--- src/rtl/vect_result_serializer_if.sv ---
// Handshake bundle for vect_result_serializer: vector capture side and scalar write-beat side.
// lane_mask is present only when VSER_MASK_EN is defined.
interface vect_result_serializer_if #(
  parameter int unsigned N      = 24,
  parameter int unsigned M      = 6,
  parameter int unsigned ADDR_W = 16
);
  localparam int unsigned IDX_W = $clog2(M);

  logic              in_valid;
  logic              in_ready;
  logic [M*N-1:0]    in_result;
  logic [1:0]        in_flags;
  logic [ADDR_W-1:0] in_base_addr;
`ifdef VSER_MASK_EN
  logic [M-1:0]      lane_mask;
`endif
  logic              out_valid;
  logic              out_ready;
  logic [N-1:0]      out_data;
  logic [ADDR_W-1:0] out_addr;
  logic [IDX_W-1:0]  out_lane;
  logic              out_last;

`ifdef VSER_MASK_EN
  modport master (
    output in_valid, in_result, in_flags, in_base_addr, lane_mask, out_ready,
    input  in_ready, out_valid, out_data, out_addr, out_lane, out_last
  );
  modport slave (
    input  in_valid, in_result, in_flags, in_base_addr, lane_mask, out_ready,
    output in_ready, out_valid, out_data, out_addr, out_lane, out_last
  );
`else
  modport master (
    output in_valid, in_result, in_flags, in_base_addr, out_ready,
    input  in_ready, out_valid, out_data, out_addr, out_lane, out_last
  );
  modport slave (
    input  in_valid, in_result, in_flags, in_base_addr, out_ready,
    output in_ready, out_valid, out_data, out_addr, out_lane, out_last
  );
`endif
endinterface

--- src/rtl/vect_result_serializer.sv ---
// Captures an M-lane vector result and drains it as one scalar write beat per cycle.
// Optional feature: VSER_MASK_EN adds a per-lane write mask sampled at acceptance.
module vect_result_serializer #(
  parameter int unsigned N         = 24,
  parameter int unsigned M         = 6,
  parameter int unsigned ADDR_W    = 16,
  parameter int unsigned ADDR_STEP = 1
) (
  input  logic                    clk,
  input  logic                    rst_n,
  vect_result_serializer_if.slave bus,
  output logic                    busy,
  output logic [1:0]              flags_q
);
  localparam int unsigned IDX_W = $clog2(M);
  localparam int unsigned VEC_W = M * N;

  typedef enum logic [0:0] {IDLE, SEND} state_t;

  state_t            state_q, state_n;
  logic [IDX_W-1:0]  idx_q, idx_n;
  logic [VEC_W-1:0]  vec_q, vec_n;
  logic [ADDR_W-1:0] base_q, base_n;
  logic [M-1:0]      mask_q, mask_n;
  logic [1:0]        flags_n;
  logic              busy_n;
  logic              in_ready_q, in_ready_n;
  logic              out_valid_q, out_valid_n;
  logic [N-1:0]      out_data_q, out_data_n;
  logic [ADDR_W-1:0] out_addr_q, out_addr_n;
  logic [IDX_W-1:0]  out_lane_q, out_lane_n;
  logic              out_last_q, out_last_n;

  logic [M-1:0]      acc_mask;
  logic              acc_found;
  logic [IDX_W-1:0]  acc_idx;
  logic [IDX_W-1:0]  nxt_idx;

`ifdef VSER_MASK_EN
  assign acc_mask = bus.lane_mask;
`else
  assign acc_mask = '1;
`endif

  // Lowest set mask bit at or above start (0 when none).
  function automatic logic [IDX_W-1:0] find_idx(input logic [M-1:0] m, input int start);
    logic             found;
    logic [IDX_W-1:0] idx;
    found = 1'b0;
    idx   = '0;
    for (int i = 0; i < int'(M); i++) begin
      if (!found && m[i] && (i >= start)) begin
        found = 1'b1;
        idx   = IDX_W'(i);
      end
    end
    return idx;
  endfunction

  function automatic logic any_from(input logic [M-1:0] m, input int start);
    logic found;
    found = 1'b0;
    for (int i = 0; i < int'(M); i++) begin
      if (m[i] && (i >= start)) found = 1'b1;
    end
    return found;
  endfunction

  function automatic logic [N-1:0] lane_of(input logic [VEC_W-1:0] v, input logic [IDX_W-1:0] i);
    return v[32'(i) * N +: N];
  endfunction

  // Address wraps modulo 2^ADDR_W.
  function automatic logic [ADDR_W-1:0] lane_addr(input logic [ADDR_W-1:0] b,
                                                  input logic [IDX_W-1:0] i);
    logic [31:0] off;
    off = 32'(i) * ADDR_STEP;
    return b + off[ADDR_W-1:0];
  endfunction

  always_ff @(posedge clk or negedge rst_n) begin
    if (!rst_n) begin
      state_q     <= IDLE;
      idx_q       <= '0;
      vec_q       <= '0;
      base_q      <= '0;
      mask_q      <= '0;
      flags_q     <= '0;
      busy        <= 1'b0;
      in_ready_q  <= 1'b1;
      out_valid_q <= 1'b0;
      out_data_q  <= '0;
      out_addr_q  <= '0;
      out_lane_q  <= '0;
      out_last_q  <= 1'b0;
    end else begin
      state_q     <= state_n;
      idx_q       <= idx_n;
      vec_q       <= vec_n;
      base_q      <= base_n;
      mask_q      <= mask_n;
      flags_q     <= flags_n;
      busy        <= busy_n;
      in_ready_q  <= in_ready_n;
      out_valid_q <= out_valid_n;
      out_data_q  <= out_data_n;
      out_addr_q  <= out_addr_n;
      out_lane_q  <= out_lane_n;
      out_last_q  <= out_last_n;
    end
  end

  // Next-state and registered-output logic.
  always_comb begin
    state_n     = state_q;
    idx_n       = idx_q;
    vec_n       = vec_q;
    base_n      = base_q;
    mask_n      = mask_q;
    flags_n     = flags_q;
    busy_n      = busy;
    in_ready_n  = in_ready_q;
    out_valid_n = out_valid_q;
    out_data_n  = out_data_q;
    out_addr_n  = out_addr_q;
    out_lane_n  = out_lane_q;
    out_last_n  = out_last_q;

    acc_found = any_from(acc_mask, 0);
    acc_idx   = find_idx(acc_mask, 0);
    nxt_idx   = find_idx(mask_q, int'(idx_q) + 1);

    unique case (state_q)
      IDLE: begin
        if (bus.in_valid) begin
          state_n     = SEND;
          vec_n       = bus.in_result;
          base_n      = bus.in_base_addr;
          mask_n      = acc_mask;
          flags_n     = bus.in_flags;
          busy_n      = 1'b1;
          in_ready_n  = 1'b0;
          idx_n       = acc_idx;
          out_valid_n = acc_found;
          out_data_n  = lane_of(bus.in_result, acc_idx);
          out_addr_n  = lane_addr(bus.in_base_addr, acc_idx);
          out_lane_n  = acc_idx;
          out_last_n  = acc_found && !any_from(acc_mask, int'(acc_idx) + 1);
        end
      end
      SEND: begin
        // An empty-mask vector leaves out_valid low and retires after one cycle.
        if (!out_valid_q || bus.out_ready) begin
          if (!out_valid_q || out_last_q) begin
            state_n     = IDLE;
            busy_n      = 1'b0;
            in_ready_n  = 1'b1;
            out_valid_n = 1'b0;
            out_last_n  = 1'b0;
          end else begin
            idx_n      = nxt_idx;
            out_data_n = lane_of(vec_q, nxt_idx);
            out_addr_n = lane_addr(base_q, nxt_idx);
            out_lane_n = nxt_idx;
            out_last_n = !any_from(mask_q, int'(nxt_idx) + 1);
          end
        end
      end
      default: state_n = IDLE;
    endcase
  end

  assign bus.in_ready  = in_ready_q;
  assign bus.out_valid = out_valid_q;
  assign bus.out_data  = out_data_q;
  assign bus.out_addr  = out_addr_q;
  assign bus.out_lane  = out_lane_q;
  assign bus.out_last  = out_last_q;

endmodule

--- src/flat_wrapper.sv ---
// flat-port wrapper written by rule: the top's interface ports become plain ports
module vect_result_serializer_flat 
#(
  parameter int unsigned N         = 24,
  parameter int unsigned M         = 6,
  parameter int unsigned ADDR_W    = 16,
  parameter int unsigned ADDR_STEP = 1
)
  (clk, rst_n, busy, flags_q, bus_in_valid, bus_in_result, bus_in_flags, bus_in_base_addr, bus_out_ready, bus_in_ready, bus_out_valid, bus_out_data, bus_out_addr, bus_out_lane, bus_out_last);
  vect_result_serializer_if #(.N(N), .M(M), .ADDR_W(ADDR_W)) bus_i ();
  input  logic clk;
  input  logic rst_n;
  output logic busy;
  output logic [1:0] flags_q;
  input wire logic [$bits(bus_i.in_valid)-1:0] bus_in_valid;
  input wire logic [$bits(bus_i.in_result)-1:0] bus_in_result;
  input wire logic [$bits(bus_i.in_flags)-1:0] bus_in_flags;
  input wire logic [$bits(bus_i.in_base_addr)-1:0] bus_in_base_addr;
  input wire logic [$bits(bus_i.out_ready)-1:0] bus_out_ready;
  output wire logic [$bits(bus_i.in_ready)-1:0] bus_in_ready;
  output wire logic [$bits(bus_i.out_valid)-1:0] bus_out_valid;
  output wire logic [$bits(bus_i.out_data)-1:0] bus_out_data;
  output wire logic [$bits(bus_i.out_addr)-1:0] bus_out_addr;
  output wire logic [$bits(bus_i.out_lane)-1:0] bus_out_lane;
  output wire logic [$bits(bus_i.out_last)-1:0] bus_out_last;
  assign bus_i.in_valid = bus_in_valid;
  assign bus_i.in_result = bus_in_result;
  assign bus_i.in_flags = bus_in_flags;
  assign bus_i.in_base_addr = bus_in_base_addr;
  assign bus_i.out_ready = bus_out_ready;
  assign bus_in_ready = bus_i.in_ready;
  assign bus_out_valid = bus_i.out_valid;
  assign bus_out_data = bus_i.out_data;
  assign bus_out_addr = bus_i.out_addr;
  assign bus_out_lane = bus_i.out_lane;
  assign bus_out_last = bus_i.out_last;
  vect_result_serializer #(.N(N), .M(M), .ADDR_W(ADDR_W), .ADDR_STEP(ADDR_STEP)) u_core (.clk(clk), .rst_n(rst_n), .bus(bus_i), .busy(busy), .flags_q(flags_q));
endmodule
--- config.mk ---
export PLATFORM = sky130hd
export DESIGN_NAME = vect_result_serializer_flat
export DESIGN_NICKNAME = d
export VERILOG_FILES = /design/src/rtl/vect_result_serializer_if.sv /design/src/rtl/vect_result_serializer.sv /design/src/flat_wrapper.sv
export SDC_FILE = /design/constraint.sdc
export NUM_CORES = 1
export LEC_CHECK = 0
export ABC_AREA = 1
export CAP_MARGIN = 30
export CORE_ASPECT_RATIO = 1.75
export CORE_MARGIN = 1.5
export CORE_UTILIZATION = 56
export CTS_BUF_LIST = sky130_fd_sc_hd__clkbuf_4 sky130_fd_sc_hd__clkbuf_8 sky130_fd_sc_hd__clkbuf_16
export DETAILED_ROUTE_END_ITERATION = 16
export GPL_ROUTABILITY_DRIVEN = 1
export PLACE_DENSITY_LB_ADDON = 0.12
export SYNTH_ARGS = -nofsm -noshare
export SYNTH_HDL_FRONTEND = slang
export SYNTH_SLANG_ARGS = --single-unit
--- constraint.sdc ---
create_clock -name clk -period 6.5 [get_ports clk]
set_input_delay 1.3 -clock clk [delete_from_list [all_inputs] [get_ports clk]]
set_output_delay 1.3 -clock clk [all_outputs]
set_load 0.02 [all_outputs]
==> results by group, run 1 <==
Global routing
  – Largest net degree at the start of global routing: 278
  – Gr usage total: 28.9%
  – First-pass GRT wire length: 45.7 mm
  – Vias in the first global route: 9400
  – Initial antenna violation count: 0
  – GRT overflow: 0

Hold path
  – Worst hold path cell count: 2
  – Hold path start: u_core.vec_q[98]
  – Hold Path Sink: u_core.vec_q[98]
  – Hold/Removal Path Class: reg -> reg

Critical path
  – CP Capture Type: flop
  – Crit-path slowest cell: ha_1
  – CP startpoint kind: flop
  – Critical Path Stages: 16
  – CP max FO: 31
  – Crit path max-delay family: simple AND/OR/NAND/NOR gates
  – Buf/Inv on CP: 2
  – R2R depth: 16
  – Crit-path cells: inv_1 > ha_1 > nand2_1 > nand4_1 > nand3_4 > buf_4 > nand2_2 > ha_1 > nand2_1 > a21oi_1 > nand3_1 > nor3_1 > nand2_1 > xor2_1 > nand2_1 > a21oi_1
  – Worst r2r src: u_core.bus.out_lane[0]
  – Worst Path Required: 6930 ps
  – Crit Reg-Reg Endpoint: u_core.bus.out_addr[10]
  – Crit Path Class: reg -> reg
  – R2R setup slack: 2420 ps
  – CP arrival: 4510 ps
  – Critical path's most frequent cell: nand2_1
  – Slowest stage delay, CP: 490 ps

Finish
  – Multi-input logic area: 0.00443 mm²
  – Layout cells sized above 1: 5.29%
  – Layout fillers: 1524
  – Storage cell area: 0.00526 mm²
  – Ant diodes: 0
  – Nets: 1749
  – Area Growth Syn to Fin: 27.5%

CTS
  – TritonCTS clock tree: done
  – Clock transition at path regs: 60 ps
  – CTS buffer count: 21
  – Cts repair resizes: 0
  – Clock latency at the later pin of the worst-skew pair: 500 ps
  – CTS root buf: clkbuf_16
  – Clock sinks: 210
  – Hold-fix buffers at CTS: 0
  – Htree depth: 1
  – Setup Buffers After CTS: 0
  – Clk buf depth: 3

Power and ir drop
  – Comb power frac: 50.6%
  – Sw Ratio: 43.5%
  – Sequential Power Share: 32.4%
  – Clock power share: 17.0%
  – P_sw: 0.00312 W
  – Max rail drop VDD: 0.525 mV
  – Static Leak: 6.55 nW
  – Int Power: 0.00405 W
  – PD cells: 531 mW/mm²

Routing
  – Vias: 9596
  – Final ANT Viol Nets: 0
  – Violation count after the first detailed-route iteration: 594
  – Vias per inst: 5.26
  – TritonRoute pass-1 iters: 5
  – Post-Route WL: 28.1 mm
  – Detailed-route wire length per cell: 15.4 µm
  – Remaining DRCs: 0

Synth
  – Synth Area per Inst: 7.49 µm²
  – Count of different cell masters after synthesis: 35
  – Syn. warnings: 0
  – Synth top area share: 49.4%
  – Synth Cell Area: 0.0106 mm²
  – Mapped Cells: 1412
  – Top cells by area, synth: dfrtp_1, nand2_1, o21ai_0, nand3_1, inv_1
  – Top cell type by total area after synthesis: dfrtp_1
  – Post-Syn Nets: 1588
  – Sequential area share after synthesis: 49.7%
  – FF+latch count, synth: 210

STA
  – RSZ-0062 raised after global routing: no
  – Final worst slack: 2420 ps
  – Worst-Margin Slew: 1020 ps
  – Skew final: 20.1 ps
  – Setup TNS: 0 ps
  – Final period util: 62.8%
  – Fmax: 245 MHz
  – Final Hold Fails: 0
  – Final slew viol count: 0
  – Post-route minimum period: 4080 ps
  – Max-slew headroom: 32.2%
  – Final setup vio count: 0

Floorplanning
  – I/O pin cnt: 215
  – Row cnt: 66
  – Core area: 0.0186 mm²
  – Die Span X: 107 µm
  – Die height: 185 µm
  – Die ar.: 0.0198 mm²
  – Initial Utilization: 57.0%

Placed design
  – GPL Wtd Cong: 0.888
  – Hpwl dp: 18.2 mm
  – Place WS: 2440 ps
  – IO Port Bufs: 214

Outcome
  – Status: complete, no violations

Flow run
  – Max-capacitance violation count: 0
==> cell type report <==
| cell class | instances | area share [%] |
|---|---|---|
| flip-flops and latches | 210 | 39.0 |
| multi-input cells | 979 | 32.8 |
| repair buffers | 224 | 17.0 |
| clock buffers | 31 | 4.68 |
| inverters | 137 | 3.81 |
| well taps | 238 | 2.21 |
| clock inverters | 6 | 0.454 |
==> worst max path at each step <==
| stage | start | end | slack (ps) |
|---|---|---|---|
| after global routing | u_core.bus.out_lane[0] | u_core.bus.out_addr[10] | 2010 |
| final | u_core.bus.out_lane[0] | u_core.bus.out_addr[10] | 2420 |
| after global placement | u_core.bus.out_lane[0] | u_core.bus.out_addr[10] | 1910 |
| after floorplan | u_core.bus.out_lane[0] | u_core.bus.out_addr[10] | 3260 |
| after detailed placement | bus_in_valid | u_core.bus.out_addr[4] | 2440 |
| after CTS | u_core.bus.out_lane[0] | u_core.bus.out_addr[10] | 2410 |
==> registers in the layout, indices dropped and copies added, names as in the netlist <==
| register | flops |
|---|---|
| u_core.bus.out_addr | 16 |
| u_core.busy | 1 |
| u_core.bus.out_lane | 3 |
| u_core.mask_q | 1 |
| u_core.bus.out_data | 24 |
| u_core.base_q | 16 |
| u_core.bus.out_last | 1 |
| u_core.bus.in_ready | 1 |
| u_core.flags_q | 2 |
| u_core.vec_q | 144 |
| u_core.state_q | 1 |
==> synthesized netlist by cell type (all sizes together) <==
| cell type | instances |
|---|---|
| dfrtp | 209 |
| o211ai | 1 |
| or2 | 1 |
| o22ai | 3 |
| buf | 39 |
| a21oi | 40 |
| nand4 | 6 |
| nand3 | 114 |
| nor3b | 1 |
| nand3b | 16 |
| nand2 | 512 |
| o21ai | 135 |
| nor3 | 8 |
| inv | 137 |
| a31oi | 4 |
| ha | 9 |
| nor2 | 117 |
| xor2 | 8 |
| o21a | 3 |
| dfstp | 1 |
| clkbuf | 47 |
| fa | 1 |
==> cells in the final DEF, fill, tap and decap left out, types with 3 or more instances in the layout <==
cell type / instances
a21oi_1: 21
o22ai_1: 3
inv_1: 131
a21oi_2: 18
clkbuf_4: 5
inv_2: 6
clkbuf_8: 5
dfrtp_1: 208
nand4_1: 6
clkdlybuf4s50_1: 213
nand2_1: 510
a31oi_1: 4
clkbuf_16: 21
nand3_1: 112
nand3b_1: 16
o21a_1: 3
nor3_1: 6
xor2_1: 8
o21ai_0: 133
buf_12: 3
buf_4: 5
ha_1: 9
nor2_1: 115
clkinv_2: 3
==> per-stage QoR <==
stage	instances	cell area [µm²]	power (W)	hold slack, ps	utilization, %
6_report	1825	13500	0.00717	464	72.6
5_1_grt	1825	13500	0.00777	482	72.6
4_1_cts	1825	13500	0.00718	465	72.6
3_5_place_dp	1788	12800	0.00593	450	68.9
3_3_place_gp	1784	12700	0.00577	445	68.4
2_1_floorplan	1412	10600	0.00480	433	-
==> worst reg2reg max path: stages, from the launching register on <==
cell     delay (ps)
dfrtp_1         450
inv_1           110
ha_1            340
nand2_1         150
nand4_1         180
nand3_4         110
buf_4           340
nand2_2         420
ha_1            500
nand2_1          90
a21oi_1         360
nand3_1         260
nor3_1          240
nand2_1         100
xor2_1          130
nand2_1          70
a21oi_1         160
==> power by group through the flow <==
stage          Combinational, W  Clock, W  Sequential (W)
5_1_grt                 0.00410   0.00128         0.00239
2_1_floorplan           0.00243         0         0.00237
3_5_place_dp            0.00360         0         0.00233
4_1_cts                 0.00363   0.00123         0.00232
6_report                0.00363   0.00122         0.00233
3_3_place_gp            0.00345         0         0.00232
==> layer usage <==
| metal | up-vias | GRT usage (%) | part of all wire (%) |
|---|---|---|---|
| met4 | 0 | 11.6 | 3.5 |
| met2 | 367 | 49.0 | 49 |
| li1 | 4729 | - | - |
| met5 | - | 0 | 0 |
| met1 | 4440 | 38.1 | 42 |
| met3 | 60 | 2.60 | 5.3 |
==> cells by family (layout without fill, tap and decap cells) <==
family / Yosys count / count (layout) / share of synthesized area, %
AOI/OAI and AO/OA: 186 / 186 / 9.72
adders and majority gates: 10 / 10 / 1.25
xor gates and xnor gates: 8 / 8 / 0.662
buffers and inverters: 223 / 398 / 8.63
and+or+nand+nor: 775 / 775 / 30.1
DFF: 210 / 210 / 49.7
(Power assumes the default switching activity.)
==> inputs of run 2 (changes only) <==
--- a/config.mk
+++ b/config.mk
@@ -9,7 +9,7 @@
 export CAP_MARGIN = 30
 export CORE_ASPECT_RATIO = 1.75
 export CORE_MARGIN = 1.5
-export CORE_UTILIZATION = 56
+export CORE_UTILIZATION = 47
 export CTS_BUF_LIST = sky130_fd_sc_hd__clkbuf_4 sky130_fd_sc_hd__clkbuf_8 sky130_fd_sc_hd__clkbuf_16
 export DETAILED_ROUTE_END_ITERATION = 16
 export GPL_ROUTABILITY_DRIVEN = 1
==> constraint.sdc (replaced) <==
create_clock -name clk -period 3.6 [get_ports clk]
set_input_delay 0.72 -clock clk [delete_from_list [all_inputs] [get_ports clk]]
set_output_delay 0.72 -clock clk [all_outputs]
set_load 0.02 [all_outputs]
==> results by group, run 2 (synthesis results as in run 1) <==
Outcome
  – Status: complete, no violations

STA
  – Fmax: 330 MHz (+35%)
  – Skew final: 16.0 ps (-4.04 ps)
  – Final period util: 84.1% (+21 points)
  – Setup TNS: 0 ps (unchanged)
  – RSZ-0062 raised after global routing: no
  – Final Hold Fails: 0 (unchanged)
  – Hold slack: 229 ps (-235 ps)
  – Worst-Margin Slew: 918 ps (-99.3 ps)
  – Post-route minimum period: 3030 ps (-1060 ps)
  – Final setup vio count: 0 (unchanged)
  – Final slew viol count: 0 (unchanged)
  – Max-slew headroom: 38.8% (+6.6 points)

CTS
  – CTS buffer count: 21 (unchanged)
  – TritonCTS clock tree: done
  – Cts repair resizes: 0 (unchanged)
  – Hold-fix buffers at CTS: 0 (unchanged)
  – Clk buf depth: 3 (unchanged)
  – Htree depth: 1 (unchanged)
  – Clock latency at the later pin of the worst-skew pair: 500 ps (about the same)
  – Clock transition at path regs: 70 ps (about the same)
  – Setup Buffers After CTS: 0 (unchanged)
  – Clock sinks: 210 (unchanged)
  – CTS root buf: clkbuf_16

Finish
  – Storage cell area: 0.00526 mm² (unchanged)
  – Layout cells sized above 1: 5.53% (+0.24 points)
  – Multi-input logic area: 0.00443 mm² (unchanged)
  – Commonest non-fill, non-tap cell in the layout: nand2_1
  – Post-layout util: 61.8% (-11 points)
  – Most frequent cells in the layout: nand2_1, clkdlybuf4s50_1, dfrtp_1, o21ai_0, inv_1
  – Area Growth Syn to Fin: 28.9%
  – Max reg flops: 144 (unchanged)
  – Nets: 1757 (+0.46%)
  – Layout fillers: 2025 (+33%)
  – Top reg by flops: u_core.vec_q
  – Final non-filler cell total: 1890 (+3.6%)

Floorplanning
  – Die height: 202 µm (+9.0%)
  – Die Span X: 116 µm (+8.9%)
  – Initial Utilization: 47.9% (-9.0 points)
  – Die ar.: 0.0235 mm² (+19%)
  – Core area: 0.0221 mm² (+19%)
  – I/O pin cnt: 215 (unchanged)
  – Row cnt: 72 (+9.1%)

Power and ir drop
  – Total power: 0.0130 W (+82%)
  – P_sw: 0.00564 W (+81%)
  – Int Power: 0.00739 W (+83%)
  – Sequential Power Share: 31.5% (-0.9 points)
  – Clock power share: 17.2% (+0.2 points)
  – PD cells: 956 mW/mm² (+80%)
  – Comb power frac: 51.3% (+0.7 points)
  – Max rail drop VDD: 0.812 mV (+55%)
  – Static Leak: 6.58 nW (+0.42%)
  – Sw Ratio: 43.3% (-0.25 points)

Global routing
  – Gr usage total: 25.4% (-3.4 points)
  – Largest net degree at the start of global routing: 145 (-48%)
  – Vias in the first global route: 9297 (-1.1%)
  – First-pass GRT wire length: 47.3 mm (+3.5%)
  – GRT overflow: 0 (unchanged)
  – Initial antenna violation count: 3 (+3)

Placed design
  – GPL Wtd Cong: 0.864 (-2.7%)
  – IO Port Bufs: 214 (unchanged)
  – Placed Cells incl. Taps: 1854 (+3.7%)
  – Hpwl dp: 19.5 mm (+7.3%)

Critical path
  – Crit Path Class: reg -> reg
  – CP Capture Type: flop
  – CP startpoint kind: flop
  – Worst Path Required: 3980 ps (-2950 ps)
  – CP max FO: 6 (-81%)
  – CP arrival: 3410 ps (-1100 ps)

Routing
  – Post-Route WL: 29.5 mm (+5.1%)
  – Remaining DRCs: 0 (unchanged)
  – TritonRoute pass-1 iters: 5 (unchanged)
  – Violation count after the first detailed-route iteration: 636 (+7.1%)
  – Vias per inst: 5.05 (-4.0%)
  – Vias: 9536 (-0.63%)
  – Detailed-route wire length per cell: 15.6 µm (+1.4%)
  – Final ANT Viol Nets: 0 (unchanged)

Flow run
  – Max-capacitance violation count: 0 (unchanged)

Hold path
  – Hold/Removal Path Class: in -> async
-- run 2: per-stage QoR --
step / setup WS [ps] / area, µm²
finish: 573 / 13600
global route: 311 / 13600
CTS: 546 / 13600
detailed placement: 556 / 12900
global placement: 699 / 12900
floorplan: 360 / 10600
-- run 2: power groups by stage --
stage	Clock, W	Sequential, W	Combinational (W)
final	0.00224	0.00411	0.00668
after global routing	0.00237	0.00422	0.00752
after CTS	0.00229	0.00410	0.00673
after detailed placement	0	0.00413	0.00669
after global placement	0	0.00411	0.00651
after floorplan	0	0.00429	0.00438
-- run 2: metal layers --
metal | vias up | global-route usage, % | routed length (µm)
met1 | 4437 | 34.0 | 12400
met5 | - | 0 | 0
met4 | 0 | 8.23 | 889
met2 | 315 | 42.5 | 14500
li1 | 4734 | - | -
met3 | 50 | 3.28 | 1740
-- run 2: layout make-up --
| cell class | instances | area share [%] |
|---|---|---|
| Sequential cell | 210 | 38.6 |
| Clock buffer | 27 | 4.28 |
| Antenna cell | 3 | 0.0550 |
| Inverter | 137 | 3.77 |
| Tap cell | 296 | 2.72 |
| Multi-Input combinational cell | 979 | 32.5 |
| Timing Repair Buffer | 232 | 17.3 |
| Clock inverter | 6 | 0.807 |
-- run 2: final timing paths --
check / cells past startpoint / from / end / slack, ps
worst max-delay path: 16 / u_core.bus.out_lane[0] / u_core.bus.out_addr[15] / 570
worst min-delay path: 1 / rst_n / u_core.bus.out_addr[9] / 230
worst max register to register: 16 / u_core.bus.out_lane[0] / u_core.bus.out_addr[15] / 570
worst min register to register: 2 / u_core.vec_q[97] / u_core.vec_q[97] / 460
max in group asynchronous: 2 / rst_n / u_core.vec_q[106] / 2500
min in group clk: 2 / u_core.vec_q[97] / u_core.vec_q[97] / 460
-- run 2: critical path, cell delays in order (launching register included) --
cell and delay [ps]:
dfrtp_1 430, inv_1 110, ha_1 340, nand2_1 140, nand4_1 170, nand3_4 130, nand2_2 60, ha_1 320
nand3_1 80, nand3_1 130, nand3_1 120, nor2_1 230, nand2_1 130, nor2_1 210, xor2_1 90, o21ai_0 150
nand2_1 70
==> inputs of run 3 (changes only) <==
--- a/config.mk
+++ b/config.mk
@@ -9,7 +9,7 @@
 export CAP_MARGIN = 30
 export CORE_ASPECT_RATIO = 1.75
 export CORE_MARGIN = 1.5
-export CORE_UTILIZATION = 47
+export CORE_UTILIZATION = 52
 export CTS_BUF_LIST = sky130_fd_sc_hd__clkbuf_4 sky130_fd_sc_hd__clkbuf_8 sky130_fd_sc_hd__clkbuf_16
 export DETAILED_ROUTE_END_ITERATION = 16
 export GPL_ROUTABILITY_DRIVEN = 1
==> constraint.sdc (replaced) <==
create_clock -name clk -period 2.85 [get_ports clk]
set_input_delay 0.57 -clock clk [delete_from_list [all_inputs] [get_ports clk]]
set_output_delay 0.57 -clock clk [all_outputs]
set_load 0.02 [all_outputs]
==> results by group, run 3 (synthesis results as in run 1) <==
Outcome
  – Status: complete, no violations

STA
  – Post-route minimum period: 2710 ps (-313 ps)
  – Fmax: 368 MHz (+12%)
  – Final setup vio count: 0 (unchanged)
  – Max-slew headroom: 56.3% (+18 points)
  – Skew final: 16.6 ps (+0.558 ps)
  – Final slew viol count: 0 (unchanged)
  – Worst-Margin Slew: 655 ps (-263 ps)
  – Hold slack: 77.2 ps (-152 ps)
  – Final period util: 95.2% (+11 points)
  – Final Hold Fails: 0 (unchanged)

Critical path
  – R2R depth: 16 (unchanged)
  – Crit Path Class: reg -> reg
  – Worst r2r src: u_core.bus.out_lane[0]
  – Crit Reg-Reg Endpoint: u_core.bus.out_addr[10]
  – CP Capture Type: flop
  – R2R setup slack: 140 ps (-440 ps)
  – CP arrival: 3130 ps (-280 ps)
  – Crit path from: u_core.bus.out_lane[0]
  – CP max FO: 4 (-2)
  – CP startpoint kind: flop
  – Worst Path Required: 3270 ps (-710 ps)
  – CP endpoint: u_core.bus.out_addr[10]

Routing
  – Detailed-route wire length per cell: 15.8 µm (+0.93%)
  – Violation count after the first detailed-route iteration: 669 (+5.2%)
  – Vias per inst: 5.23 (+3.7%)
  – Remaining DRCs: 0 (unchanged)
  – Vias: 9639 (+1.1%)
  – Final ANT Viol Nets: 0 (unchanged)
  – TritonRoute pass-1 iters: 5 (unchanged)
  – Post-Route WL: 29.1 mm (-1.6%)

Global routing
  – Initial antenna violation count: 2 (-1)
  – Vias in the first global route: 9306 (+0.097%)
  – Largest net degree at the start of global routing: 148 (+2.1%)
  – Gr usage total: 27.0% (+1.6 points)
  – First-pass GRT wire length: 46.9 mm (-0.77%)
  – GRT overflow: 0 (unchanged)

Finish
  – Max reg flops: 144 (unchanged)
  – Storage cell area: 0.00526 mm² (about the same)
  – Top reg by flops: u_core.vec_q
  – Area Growth Syn to Fin: 29.0%
  – Nets: 1759 (+0.11%)
  – Multi-input logic area: 0.00451 mm² (+1.7%)
  – Layout fillers: 1703 (-16%)
  – Layout cells sized above 1: 6.89% (+1.4 points)
  – Most frequent cells in the layout: nand2_1, clkdlybuf4s50_1, dfrtp_1, o21ai_0, inv_1
  – Post-layout util: 68.9% (+7.1 points)
  – Commonest non-fill, non-tap cell in the layout: nand2_1

Flow run
  – Max-capacitance violation count: 0 (unchanged)

CTS
  – TritonCTS clock tree: done
  – Clk buf depth: 3 (unchanged)
  – Clock latency at the later pin of the worst-skew pair: 500 ps (about the same)
  – CTS buffer count: 20 (-4.8%)
  – Hold-fix buffers at CTS: 0 (unchanged)
  – Clock transition at path regs: 70 ps (about the same)
  – Htree depth: 1 (unchanged)
  – CTS root buf: clkbuf_16
  – Clock sinks: 210 (unchanged)

Placed design
  – IO Port Bufs: 214 (unchanged)
  – Hpwl dp: 18.7 mm (-3.9%)
  – GPL Wtd Cong: 0.828 (-4.1%)

Power and ir drop
  – Max rail drop VDD: 1.25 mV (+53%)
  – Comb power frac: 51.9% (+0.6 points)
  – Static Leak: 6.60 nW (+0.44%)
  – Sequential Power Share: 31.7% (+0.2 points)
  – PD cells: 1200 mW/mm² (+26%)
  – P_sw: 0.00718 W (+27%)
  – Int Power: 0.00920 W (+25%)
  – Clock power share: 16.4% (-0.8 points)
  – Sw Ratio: 43.8% (+0.54 points)

Floorplanning
  – Core area: 0.0198 mm² (-10%)
  – Die height: 192 µm (-4.9%)
  – Row cnt: 68 (-5.6%)
  – I/O pin cnt: 215 (unchanged)
  – Initial Utilization: 53.4% (+5.4 points)
  – Die ar.: 0.0213 mm² (-9.4%)
  – Die Span X: 111 µm (-4.8%)

Hold path
  – Hold/Removal Path Class: in -> async
==> run 3: worst min path at each step <==
stage	start	to	slack [ps]	cells past startpoint
finish	rst_n	u_core.vec_q[15]	80	1
global route	rst_n	u_core.vec_q[15]	130	1
CTS	rst_n	u_core.vec_q[57]	110	1
detailed placement	u_core.vec_q[98]	u_core.vec_q[98]	450	2
global placement	u_core.vec_q[98]	u_core.vec_q[98]	450	2
floorplan	rst_n	u_core.base_q[0]	270	0
==> run 3: area by class of cell <==
type	count	share of cell area, %
antenna	2	0.0367
tap	245	2.24
clock buffer	34	4.79
clock inverter	1	0.0367
timing repair buffer	235	17.6
sequential	210	38.5
inverter	137	3.77
multi-input combinational	979	33.0
==> run 3: through the flow <==
stage | std cells | total power (W) | setup TNS, ps | instance area [µm²] | worst slack (ps)
3_5_place_dp | 1802 | 0.0136 | 0 | 12900 | 41.7
6_report | 1843 | 0.0164 | 0 | 13700 | 136
5_1_grt | 1843 | 0.0177 | -47.6 | 13700 | -35.9
2_1_floorplan | 1412 | 0.0110 | 0 | 10600 | 16.5
3_3_place_gp | 1802 | 0.0134 | 0 | 12900 | 163
4_1_cts | 1837 | 0.0164 | 0 | 13600 | 6.55
==> run 3: critical path: stages, from the launching register on <==
cell     delay, ps
dfrtp_2        430
buf_4          150
nand3_1        180
nand2_1        190
nor2_4         160
nand3_4         90
nand2_2         80
ha_2           190
fa_2           210
nand2_2         80
a21oi_4        180
nand3_4        120
nor3_4         150
nand2_1         80
xor2_1         130
nand2_1         80
a21oi_2        130
==> run 3: power by group through the flow <==
stage	logic (W)	clock network, W	registers [W]
floorplan	0.00559	0	0.00542
global placement	0.00820	0	0.00518
detailed placement	0.00839	0	0.00521
CTS	0.00846	0.00273	0.00518
global route	0.00957	0.00283	0.00534
finish	0.00851	0.00268	0.00520
==> run 3: repair_timing <==
item	4_1_cts	5_1_grt
resized for setup	0	15
setup buffers	0	4
setup endpoints to repair	0	8
==> run 3: metal layers <==
metal  global-route usage, %  wire length, µm
met5                       0                0
met4                    9.47              819
met3                    3.12             1690
met2                    46.1            14300
met1                    35.8            12300
==> RTL edit (flow settings as in run 1) <==
`out_data_q` and `out_addr_q` no longer have a reset.
--- a/src/rtl/vect_result_serializer.sv
+++ b/src/rtl/vect_result_serializer.sv
@@ -90,6 +90,4 @@
       in_ready_q  <= 1'b1;
       out_valid_q <= 1'b0;
-      out_data_q  <= '0;
-      out_addr_q  <= '0;
       out_lane_q  <= '0;
       out_last_q  <= 1'b0;
@@ -104,9 +102,12 @@
       in_ready_q  <= in_ready_n;
       out_valid_q <= out_valid_n;
-      out_data_q  <= out_data_n;
-      out_addr_q  <= out_addr_n;
       out_lane_q  <= out_lane_n;
       out_last_q  <= out_last_n;
     end
+  end
+
+  always_ff @(posedge clk) begin
+    out_data_q <= out_data_n;
+    out_addr_q <= out_addr_n;
   end
 
Function: changed (a bounded check fails within 4 cycles, from zero or initial values and one cycle with rst_n low).
==> RTL edit against run 1 <==
Power decreased by 9.2%; area after synthesis down 3.4%; non-clock buffer count unchanged; routed wire length grew 8.0%; die area decreased by 3.3%; final area is 3.1% lower; worst setup slack worse by 970 ps; clock power down 5%; worst hold slack gained 0.97 ps; critical path depth rose by 6; critical endpoint is now u_core.bus.out_addr[12]$_DFFE_PP_; sequential cell count unchanged; sequential share of layout area up 2.8 points.
==> RTL edit: results (changes against run 1) <==
INFO  metric status = finished clean
INFO  metric worst_ir_drop_vdd = 0.500 mV (-4.8%)
INFO  metric detailed_place_hpwl = 20,700 um (+14%)
INFO  metric combPwrFrac = 0.456 (-0.050)
INFO  metric wl_met2 = 15,600 um (+13%)
INFO  metric critical_path.max_stage_delay = 780 ps (+290 ps)
INFO  metric fraction_of_standard_cell_area_in_multi_input_logic = 0.301 (-0.0276)
INFO  metric buffer_area_frac = 0.172 (+0.00111)
INFO  metric clock-skew-final = 11.4 ps (-8.69 ps)
INFO  metric cts-buffers-inserted = 20 (-4.8%)
INFO  metric drt-wirelength-per-cell = 17.8 um (+16%)
INFO  metric final.hold.worst_slack = 465 ps (+0.973 ps)
INFO  metric p_seq_frac = 0.367 (+0.043)
INFO  metric total_leakage_power = 0.00605 uW (-7.6%)
INFO  metric post-place-ws = 1540 ps (-902 ps)
INFO  metric grt_util_all_layers = 0.320 (+0.0311)
INFO  metric synth_compound_gate_area_share = 0.0913 (-0.00591)
INFO  metric detailroute.via_count = 9,325 (-2.8%)
INFO  metric seq_area_frac_synth = 0.534 (+0.0369)
INFO  metric reg2regPathDepth = 22 (+6)
INFO  metric origin_of_the_critical_flop_to_flop_path = u_core.idx_q[1]$_DFFE_PN0P_
INFO  metric hold_start = u_core.vec_q[83]$_DFFE_PN0P_
INFO  metric postSynthNetCount = 1,461 (-8.0%)
INFO  metric antenna_cells_inserted = 2 (+2)
INFO  metric synthTopCellsByArea = dfrtp_1 41%, nand2_1 15%, edfxtp_1 12%
INFO  metric netlist-cell-type-count = 34 (-2.9%)
INFO  metric finalNetCount = 1,627 (-7.0%)
INFO  metric filler_cell_count = 1,438 (-5.6%)
INFO  metric r2r-end = u_core.bus.out_addr[12]$_DFFE_PP_
INFO  metric synth_top_cells_by_count = 402 x nand2_1, 169 x dfrtp_1, 134 x nand3_1
INFO  metric drive_above_1_share = 0.0437 (-0.00924)
INFO  metric post_synthesis_instance_total = 1,286 (-8.9%)
INFO  metric internal_power = 3800 uW (-6.3%)
INFO  metric relSlewSlack = 0.298 (-0.0243)
INFO  metric ys_async_sr_fraction = 0.810 (-0.190)
INFO  metric synth-adder-area-share = 0.0117 (-0.000787)
INFO  metric seq_cell_power = 2390 uW (+3%)
INFO  metric fin_crit_share = 0.777 (+0.149)
INFO  metric routabilityCongestion = 0.884 (-0.47%)
INFO  metric syn_to_final_growth = 27.9%
INFO  metric grt_antenna_before_repair = 1 (+1)
INFO  metric crit_path_arrival_time = 5390 ps (+880 ps)
INFO  metric multiInputGateArea = 0.00393 sq mm (-11%)
INFO  metric clock_cell_area_share = 0.0496 (-0.00181)
INFO  metric critPathMaxFanout = 97 (+210%)
INFO  metric grt_use_met3 = 0.0316 (+0.00555)
RTL edit: worst max-delay path by stage:
stage / from / end / depth (start not counted)
2_1_floorplan: u_core.idx_q[0]$_DFFE_PN0P_ / u_core.bus.out_addr[12]$_DFFE_PP_ / 21
3_3_place_gp: u_core.idx_q[0]$_DFFE_PN0P_ / u_core.bus.out_addr[12]$_DFFE_PP_ / 21
3_5_place_dp: u_core.idx_q[0]$_DFFE_PN0P_ / u_core.bus.out_addr[12]$_DFFE_PP_ / 21
4_1_cts: u_core.idx_q[0]$_DFFE_PN0P_ / u_core.bus.out_addr[12]$_DFFE_PP_ / 21
5_1_grt: u_core.idx_q[0]$_DFFE_PN0P_ / u_core.bus.out_addr[12]$_DFFE_PP_ / 22
6_report: u_core.idx_q[1]$_DFFE_PN0P_ / u_core.bus.out_addr[12]$_DFFE_PP_ / 22
